[src/rtl/alu_execute_stage.sv]
// ALU execute stage: single-cycle logic/arithmetic ops and bit-serial shifts
// behind a valid/ready handshake on both sides.
module alu_execute_stage #(
  parameter int unsigned WIDTH = 32
) (
  input  logic             clk,
  input  logic             rst_n,
  input  logic             in_valid,
  output logic             in_ready,
  input  logic [3:0]       ALUControlInput,
  input  logic [WIDTH-1:0] op_a,
  input  logic [WIDTH-1:0] op_b,
  output logic             out_valid,
  input  logic             out_ready,
  output logic [WIDTH-1:0] result,
  output logic             zero,
  output logic             illegal
);

  localparam int unsigned SHW = (WIDTH > 1) ? $clog2(WIDTH) : 1;

  localparam logic [3:0] OP_AND = 4'b0000;
  localparam logic [3:0] OP_OR  = 4'b0001;
  localparam logic [3:0] OP_ADD = 4'b0010;
  localparam logic [3:0] OP_SLL = 4'b0011;
  localparam logic [3:0] OP_SRL = 4'b0100;
  localparam logic [3:0] OP_SRA = 4'b0101;
  localparam logic [3:0] OP_SUB = 4'b0110;
  localparam logic [3:0] OP_SLT = 4'b0111;
  localparam logic [3:0] OP_NOR = 4'b1100;

  typedef enum logic [1:0] {
    IDLE  = 2'd0,
    SHIFT = 2'd1,
    DONE  = 2'd2
  } state_e;

  state_e           state_q, state_d;
  logic [3:0]       op_q, op_d;
  logic [WIDTH-1:0] sh_q, sh_d;
  logic [SHW-1:0]   cnt_q, cnt_d;
  logic [WIDTH-1:0] result_q, result_d;
  logic             zero_q, zero_d;
  logic             illegal_q, illegal_d;

  logic             accept;
  logic             is_shift;
  logic [SHW-1:0]   amt;
  logic [WIDTH-1:0] alu_val;
  logic             alu_ill;
  logic [WIDTH-1:0] sh_next;

  assign in_ready  = (state_q == IDLE) && rst_n;
  assign accept    = in_valid && in_ready;
  assign amt       = op_b[SHW-1:0];
  assign is_shift  = (ALUControlInput == OP_SLL) || (ALUControlInput == OP_SRL) ||
                     (ALUControlInput == OP_SRA);
  assign out_valid = (state_q == DONE);
  assign result    = result_q;
  assign zero      = zero_q;
  assign illegal   = illegal_q;

  // Single-cycle ALU; shifts here only cover the zero-amount case.
  always_comb begin
    alu_val = '0;
    alu_ill = 1'b0;
    case (ALUControlInput)
      OP_AND:  alu_val = op_a & op_b;
      OP_OR:   alu_val = op_a | op_b;
      OP_ADD:  alu_val = op_a + op_b;
      OP_SUB:  alu_val = op_a - op_b;
      OP_SLT:  alu_val = WIDTH'($signed(op_a) < $signed(op_b));
      OP_NOR:  alu_val = ~(op_a | op_b);
      OP_SLL, OP_SRL, OP_SRA: alu_val = op_a;
      default: alu_ill = 1'b1;
    endcase
  end

  // One bit position per cycle for the operation captured at acceptance.
  always_comb begin
    sh_next = sh_q;
    case (op_q)
      OP_SLL:  sh_next = {sh_q[WIDTH-2:0], 1'b0};
      OP_SRL:  sh_next = {1'b0, sh_q[WIDTH-1:1]};
      OP_SRA:  sh_next = {sh_q[WIDTH-1], sh_q[WIDTH-1:1]};
      default: sh_next = sh_q;
    endcase
  end

  always_comb begin
    state_d   = state_q;
    op_d      = op_q;
    sh_d      = sh_q;
    cnt_d     = cnt_q;
    result_d  = result_q;
    zero_d    = zero_q;
    illegal_d = illegal_q;
    case (state_q)
      IDLE: begin
        if (accept) begin
          op_d = ALUControlInput;
          if (is_shift && (amt != '0)) begin
            sh_d    = op_a;
            cnt_d   = amt;
            state_d = SHIFT;
          end else begin
            result_d  = alu_val;
            zero_d    = (alu_val == '0);
            illegal_d = alu_ill;
            state_d   = DONE;
          end
        end
      end
      SHIFT: begin
        sh_d  = sh_next;
        cnt_d = cnt_q - SHW'(1);
        if (cnt_q == SHW'(1)) begin
          result_d  = sh_next;
          zero_d    = (sh_next == '0);
          illegal_d = 1'b0;
          state_d   = DONE;
        end
      end
      DONE: begin
        if (out_ready) state_d = IDLE;
      end
      default: state_d = IDLE;
    endcase
  end

  always_ff @(posedge clk) begin
    if (!rst_n) begin
      state_q   <= IDLE;
      op_q      <= '0;
      sh_q      <= '0;
      cnt_q     <= '0;
      result_q  <= '0;
      zero_q    <= 1'b0;
      illegal_q <= 1'b0;
    end else begin
      state_q   <= state_d;
      op_q      <= op_d;
      sh_q      <= sh_d;
      cnt_q     <= cnt_d;
      result_q  <= result_d;
      zero_q    <= zero_d;
      illegal_q <= illegal_d;
    end
  end

endmodule

[config.mk]
export PLATFORM = sky130hd
export DESIGN_NAME = alu_execute_stage
export DESIGN_NICKNAME = d
export VERILOG_FILES = /design/src/rtl/alu_execute_stage.sv
export SDC_FILE = /design/constraint.sdc
export NUM_CORES = 1
export LEC_CHECK = 0
export ABC_AREA = 1
export BUFFER_PORTS_ARGS = -buffer_cell sky130_fd_sc_hd__buf_2
export CORE_MARGIN = 2
export CORE_UTILIZATION = 55
export CTS_BUF_LIST = sky130_fd_sc_hd__clkbuf_8 sky130_fd_sc_hd__clkbuf_16
export DETAILED_ROUTE_END_ITERATION = 10
export PLACE_DENSITY = 0.75
export SLEW_MARGIN = 10
export SYNTH_ARGS = -nofsm -noshare
export SYNTH_HDL_FRONTEND = slang
export SYNTH_SLANG_ARGS = --single-unit
[constraint.sdc]
create_clock -name clk -period 4.15 [get_ports clk]
set_input_delay 0.83 -clock clk [delete_from_list [all_inputs] [get_ports clk]]
set_output_delay 0.83 -clock clk [all_outputs]
set_load 0.03 [all_outputs]
[Yosys cells after proc, flatten, opt, wreduce, memory -nomap -nowiden]
Cells that the tools add are included.
Word-level totals
  register bits after elaboration: 77
  bits of input ports: 72
  output and inout bits: 36
  word-level logic and storage cells: 76
Cells by class
  add/subtract/negate cells: 3
  $lt $le $gt $ge: 1
  eq/ne operators: 19
  multiplexer cells: 26
  bitwise gates (word level): 3
  reductions and logical operators: 17
Operator list (count)
  one-hot mux 32 bit (7 select lines): 1
  two-way mux 32 bit: 5
  one-hot mux 32 bit (2 select lines): 2
  one-hot mux 32 bit (3 select lines): 1
  logical NOT 32 bit: 2
  adder 32 bit: 1
  AND 32 bit: 1
  less-than comparator 32 bit: 1
  NOT 32 bit: 1
  OR 32 bit: 1
  subtractor 32 bit: 1
  == test 4 x 3 -> 1 bit, second input constant: 6
  == test 4 x 2 -> 1 bit, second input constant: 3
  two-way mux 5 bit: 2
  one-hot mux 5 bit (2 select lines): 1
  OR reduction 9 bit: 1
  two-way mux 2 bit: 4
  two-way mux 1 bit: 7
  != test 2 bit, second input constant: 3
  one-hot mux 2 bit (3 select lines): 1
  AND reduction 3 bit: 2
  == test 5 x 1 -> 1 bit, second input constant: 1
  nonzero test 5 bit: 1
  subtractor 5 x 1 -> 5 bit, second input constant: 1
  other kinds (14): 19

[Depth between registers and ports, before layout]
Gate-level depths: netlist of the first run.
  depth after elaboration: 7
  gate-level depth with buffers: 22

[Worst setup path before layout of the first run]
Ideal clock, no wire load.
  path type: input to register
  start: input port op_a[0]
  end: register zero_q, in the netlist zero
  setup time: 0.070 ns
  arrival: 2.697 ns
  slack: 1.383 ns
  stages on the path: 18
  buffers on the path: 0
  cell sequence: ha_1 -> inv_1 -> fa_1 -> o21ai_2 -> nand3_1 -> nand2_1 -> nand2_1 -> nand2_1 -> nand2_1 -> nand3_1 -> nand3_1 -> nor2_1 -> nand2_1 -> nor2_1 -> nand2_1 -> nor2_1 -> nand2_1 -> a21oi_1
Between the ends
  longest elaborated chain between the ends: 7
  elaborated cells on any way between the ends: 11
Ends and longest elaborated chain
  start, declared: RTL line 11  | input logic [WIDTH-1:0] op_a,
  parallel branches: the longest is 2 deep, another holds subtractor 32 bit
  one-hot mux 32 bit (7 select lines) *: RTL line 67  | case (ALUControlInput)
  logical NOT 32 bit *: RTL line 108  | zero_d = (alu_val == '0);
  two-way mux 1 bit *: RTL line 102  | if (is_shift && (amt != '0)) begin
  two-way mux 1 bit *: RTL line 100  | if (accept) begin
  one-hot mux 1 bit (2 select lines) *: RTL line 98  | case (state_q)
  end signal, assigned: RTL line 146  | zero_q <= zero_d;
  end, declared: RTL line 43  | logic zero_q, zero_d;
Mark *: on every way between the ends. The select of a mux whose other input is x is not followed.
A chain may end at the register's enable or synchronous reset.

[Worst setup path in the final report of the first run]
  start: input port op_a[7]
  end: register zero_q, in the netlist zero
Same word-level chain as after synthesis.

==> impl_metrics.ini, run 1 <==
[status]
status = finished clean

[power_and_ir_drop]
p_clk_share_pct = 25.4
switching_share_pct = 46.6
p_comb_share_pct = 46.3
p_int_mw = 1.62
p_per_area_nw_per_um2 = 263
p_leak_nw = 6.21
seq_power_share_pct = 28.4
peakVddDrop_mv = 0.220
switching_power_mw = 1.41

[die]
rows = 50
io_pins = 108
die_x_um = 143
initial_utilization_pct = 56.6
die_height_um = 143
die_area_um2 = 20500
fp.coreArea_um2 = 18800

[cells_and_area]
filler_cell_count = 1938
flow.area_growth_from_synthesis_pct = 8.13
antenna_cells = 0
layout-drive-gt1-share_pct = 8.52
nNetsFinal = 2141
fin_util_pct = 61.2

[grt]
overflow = 0
first_global_vias = 12174
antenna_found_initial = 0
grt_first_pass_wirelength_um = 66200
grt_use_total_pct = 42.1
grt_max_degree = 68

[critical_path]
cp-start-kind = input pin
cp.required_ns = 4.43
crit_type = in2reg
path_max_fanout = 9
worst_setup_path_end_kind = flip-flop
arrival_ns = 3.66
r2r_cells = 7

[synth]
ys.warnings.count = 0
synth_edf_count = 0
synth_nets = 2083
yosys.cell_types.count = 48
synth_ff_type = dfxtp_1
syn-cell-area_um2 = 10700
ys_seq_area_share_pct = 14.5
synth_seq_cells = 77
ys_async_sr_fraction_pct = 0
synthesis.instances = 1908
syn_avg_cell_area_um2 = 5.58

[hold_path]
hold_path_class = reg2reg
min_path_cells = 2

[timing]
finalHoldViolCount = 0
max-slew-margin-rel_pct = 21.5
rsz0062_at_grt = no
worstMarginPinSlew_ns = 1.18
finalSetupTns_ns = 0
finalMaxSlewViolations = 0
setup_violations = 0
fin_crit_sh_pct = 81.4
fin_skew_ns = 0.00850
period_needed_ns = 3.38
fmax_mhz = 296

[clocking]
cts_tree = yes
htree_num_levels = 3
clock_sinks = 77
path_clk_slew_ns = 0.06
insertion_delay_ns = 0.35
cts_resized = 0
post-cts-setup-buffers = 0
cts_buffers = 9
clockBufferDepth = 2
cts-root-buf = clkbuf_16
hold_buffers = 0

[drt]
drc = 0
detail-route-antenna-nets = 0
drt_iter0_drc = 1738
num_vias = 13307
wl_per_cell_um = 19.6
drt_wl_total_um = 43600
first_pass_iters = 6
vias_per_cell = 5.96

[place]
dpl.hpwl_um = 34700
place.gp.congestion = 1.08
portBuffers = 107

[job]
maxCapViolCount = 0
[path summary, 6_finish.rpt]
kind                end  slack [ns]       start
min          result[17]        0.47  result[17]
max reg2reg     sh_q[6]        1.29  state_q[0]
min reg2reg  result[17]        0.47  result[17]
max                zero        0.77     op_a[7]
[cell usage after synthesis, types with 2 or more instances]
| master | count | area, um2 |
|---|---|---|
| o21ai_1 | 2 | 10.0 |
| o21bai_1 | 11 | 82.6 |
| buf_2 | 30 | 150 |
| nand2_1 | 512 | 1920 |
| nand2_4 | 2 | 22.5 |
| xor2_1 | 2 | 17.5 |
| inv_1 | 345 | 1290 |
| nand3_1 | 166 | 831 |
| nor2_1 | 204 | 766 |
| o21ai_0 | 105 | 526 |
| or2_2 | 4 | 25.0 |
| buf_4 | 7 | 52.6 |
| nand3_2 | 2 | 20.0 |
| inv_2 | 4 | 15.0 |
| fa_1 | 2 | 40.0 |
| a31oi_1 | 22 | 138 |
| nor2_2 | 9 | 56.3 |
| nor3_1 | 13 | 65.1 |
| o21ai_2 | 3 | 26.3 |
| nand4_1 | 27 | 169 |
| clkinv_1 | 2 | 7.51 |
| inv_4 | 2 | 12.5 |
| nand3b_1 | 5 | 37.5 |
| o211ai_1 | 3 | 22.5 |
| a221oi_1 | 15 | 131 |
| ha_1 | 101 | 1260 |
| buf_6 | 6 | 67.6 |
| clkbuf_1 | 28 | 105 |
| o22ai_1 | 40 | 250 |
| dfxtp_1 | 77 | 1540 |
| and2_1 | 4 | 25.0 |
| o221ai_1 | 31 | 272 |
| a21oi_1 | 100 | 500 |
| a211oi_1 | 8 | 60.1 |
[sequential cells by signal, summed over array words and instances (netlist names)]
register / cells
result: 32
illegal: 1
cnt_q: 5
zero: 1
sh_q: 32
op_q: 4
state_q: 2
[worst max-delay path: stages]
cell and delay [ns]:
buf_2 0.12, inv_1 0.13, ha_1 0.50, nand2_1 0.16, nor2_1 0.23, nand3_1 0.14
nand3_1 0.23, nand2_1 0.08, nand3_1 0.07, nand2_1 0.08, a21oi_1 0.39, nand3_1 0.21
nor2_1 0.16, nand2_1 0.07, nor2_1 0.08, nand2_1 0.05, a21oi_1 0.11
[cell type report]
cell class	instances	area, um2	area share, %
flip-flops and latches	77	1540	13.4
well taps	260	325	2.82
clock inverters	7	58.8	0.510
clock buffers	9	225	1.96
inverters	353	1330	11.5
repair buffers	119	626	5.43
multi-input cells	1406	7410	64.4
[through the flow]
| stage | worst slack (ns) | instance area (um2) | power (mW) | instances | hold WS [ns] |
|---|---|---|---|---|---|
| 6_report | 0.771 | 11500 | 3.03 | 2231 | 0.473 |
| 5_1_grt | 0.479 | 11500 | 3.19 | 2231 | 0.504 |
| 3_3_place_gp | 0.449 | 11200 | 2.21 | 2215 | 0.452 |
| 3_5_place_dp | 0.449 | 11200 | 2.22 | 2215 | 0.462 |
| 2_1_floorplan | 1.38 | 10700 | 1.80 | 1908 | 0.454 |
| 4_1_cts | 0.801 | 11500 | 2.98 | 2231 | 0.471 |
[placed cells by master, fill, tap and decap left out, types with 2 or more instances in the layout]
cell,netlist,routed
nand2_1,512,512
inv_1,345,345
nor2_1,204,202
nand3_1,166,166
buf_2,30,107
o21ai_0,105,105
ha_1,101,101
a21oi_1,100,100
dfxtp_1,77,77
o22ai_1,40,40
o221ai_1,31,31
nand4_1,27,27
a31oi_1,22,22
a221oi_1,15,15
nor3_1,13,13
buf_4,7,12
o21bai_1,11,11
nor2_2,9,10
clkbuf_16,0,9
a211oi_1,8,8
nand3b_1,5,5
inv_2,4,4
or2_2,4,4
and2_1,4,4
o21ai_2,3,3
o211ai_1,3,3
clkinv_4,0,3
clkinv_1,2,2
inv_4,2,2
nand2_4,2,2
o21ai_1,2,2
nand3_2,2,2
xor2_1,2,2
fa_1,2,2
[power groups by stage]
stage                     combinational (mW)  sequential [mW]  clock [mW]
after global placement                  1.34            0.869           0
after floorplan                        0.828            0.970           0
final                                   1.40            0.859       0.768
after global routing                    1.53            0.862       0.801
after detailed placement                1.35            0.870           0
after CTS                               1.36            0.855       0.770
[metal layers]
layer  up-vias  wire [um]  track usage, %
li1       6276          -               -
met1      5962      17000            53.3
met2       895      18600            65.6
met3       174       4800            7.55
met4         0       3250            27.4
met5         -          0               0
[logic make-up after synthesis]
group	share of synthesized area, %
and+or+nand+nor	37.5
AOI/OAI and AO/OA	19.5
buffers and inverters	16.0
DFF	14.5
xor gates and xnor gates	0.164
adders and majority gates	12.2
No activity file was read; power rests on OpenSTA's default activity.
==> run 2, diff against run 1 <==
==> constraint.sdc (replaced) <==
create_clock -name clk -period 3.2 [get_ports clk]
set_input_delay 0.64 -clock clk [delete_from_list [all_inputs] [get_ports clk]]
set_output_delay 0.64 -clock clk [all_outputs]
set_load 0.03 [all_outputs]
==> run 2 against run 1 <==
Against the previous run:
- routed wire length grew 3.1%
- clock power grew 50%
- sequential power grew 29%
- final cell count grew 8.4%
- via count grew 5.5%
==> impl_metrics.ini, run 2 (synthesis gave the netlist of run 1 again) <==
[status]
status = finished clean

[cells_and_area]
filler_cell_count = 1760
flow.area_growth_from_synthesis_pct = 22.1
final_cell_mix = nand2_1 (512), inv_1 (345), nor2_1 (202), buf_4 (196), nand3_1 (166)
mostFrequentLayoutCell = nand2_1
regArea_um2 = 1540
layout-drive-gt1-share_pct = 16.5
antenna_cells = 0
multi_input_area_um2 = 7420
nNetsFinal = 2328

[timing]
period_needed_ns = 2.95
finalHoldViolCount = 0
rsz0062_at_grt = no
fin_skew_ns = 0.00769
max-slew-margin-rel_pct = 57.2
fmax_mhz = 339
worstMarginPinSlew_ns = 0.642
fin_crit_sh_pct = 92.1
finalMaxSlewViolations = 0
postLayoutSetupSlackWorst_ns = 0.252
setup_violations = 0

[job]
maxCapViolCount = 0

[grt]
antenna_found_initial = 0
met1_usage_pct = 52.8
first_global_vias = 13002
use_met2_pct = 68.7
grt_max_degree = 68
met3_usage_pct = 10.0
grt_first_pass_wirelength_um = 69100
grt_use_total_pct = 43.7
overflow = 0
grt-busiest-layer = met2

[place]
place_ws_ns = 0.0124
dpl.hpwl_um = 35900
portBuffers = 107
place.gp.congestion = 1.04

[power_and_ir_drop]
p_per_area_nw_per_um2 = 336
peakVddDrop_mv = 0.282
p_leak_nw = 7.14
total_power_mw = 4.37

[drt]
drc = 0
first_pass_iters = 8
num_vias = 14040
detail-route-antenna-nets = 0
drt_wl_total_um = 45000
vias_per_cell = 5.81
drt_iter0_drc = 1654
wl_per_cell_um = 18.6

[die]
die_area_um2 = 20500
rows = 50
fp.coreArea_um2 = 18800
io_pins = 108
initial_utilization_pct = 56.6
die_height_um = 143
die_x_um = 143

[critical_path]
worst_setup_path_end_kind = flip-flop
crit_type = in2reg
r2r_cells = 10
arrival_ns = 3.22
cp-start-kind = input pin
path_max_fanout = 4
cp.required_ns = 3.47

[clocking]
clockBufferDepth = 2
clock_sinks = 77
htree_num_levels = 3
cts_buffers = 9
insertion_delay_ns = 0.34
cts_tree = yes
path_clk_slew_ns = 0.07
post-cts-setup-buffers = 0
cts-root-buf = clkbuf_16

[hold_path]
hold_path_class = reg2reg
min_path_cells = 2
## run 2: cell count changes in the layout (fill, tap and decap cells not counted), sizes merged
cell,delta
buf,+187
clkinv,-4
bufinv,+2
inv,+2
## run 2: stage by stage
stage | util, % | hold slack [ns] | cell area, um2 | instances | setup TNS [ns]
final | 69.1 | 0.471 | 13000 | 2418 | 0
after global routing | 69.1 | 0.483 | 13000 | 2418 | 0
after CTS | 69.1 | 0.470 | 13000 | 2418 | 0
after detailed placement | 67.3 | 0.460 | 12700 | 2402 | 0
after global placement | 67.3 | 0.453 | 12700 | 2402 | -0.00690
after floorplan | - | 0.454 | 10700 | 1908 | 0
## run 2: what timing repair did
item,4_1_cts,5_1_grt
hold buffers,0,0
resized for setup,0,2
setup endpoints to repair,0,1
## run 2: worst paths after layout
| path | startpoint | to | slack (ns) |
|---|---|---|---|
| max | op_a[0] | zero | 0.25 |
| min | result[2] | result[2] | 0.47 |
| max reg2reg | state_q[0] | result[28] | 0.59 |
| min reg2reg | result[2] | result[2] | 0.47 |
## run 2: metal layers
metal | up-vias | part of all wire [%]
li1 | 6643 | -
met1 | 6236 | 38
met2 | 939 | 42
met3 | 222 | 11
met4 | 0 | 8.6
met5 | - | 0
## run 2: layout make-up
type                    count  share of cell area (%)
inverters                 353                    10.2
flip-flops and latches     77                    11.8
repair buffers            306                    15.9
clock buffers               9                    1.73
clock inverters             7                   0.808
well taps                 260                    2.50
multi-input cells        1406                    57.0
## run 2: power by group
group	internal [mW]	switching, mW	leakage [nW]
sequential	1.05	0.0619	0.628
combinational	0.729	1.38	6.35
clock	0.698	0.453	0.159
total	2.48	1.89	7.14
## run 2: worst max-delay path, cell delays in order
cell and delay [ns]:
buf_2 0.13, inv_1 0.09, ha_1 0.16, inv_1 0.10
fa_1 0.41, nand2_1 0.08, nand2_1 0.08, nand3_1 0.10
nand2_1 0.16, nand2_1 0.12, nand2_1 0.13, nand2_1 0.15
nand4_1 0.09, nand3_1 0.09, nand3_1 0.16, nor2_1 0.17
nand3_1 0.09, nor2_1 0.10, nand2_1 0.07, a21oi_1 0.11
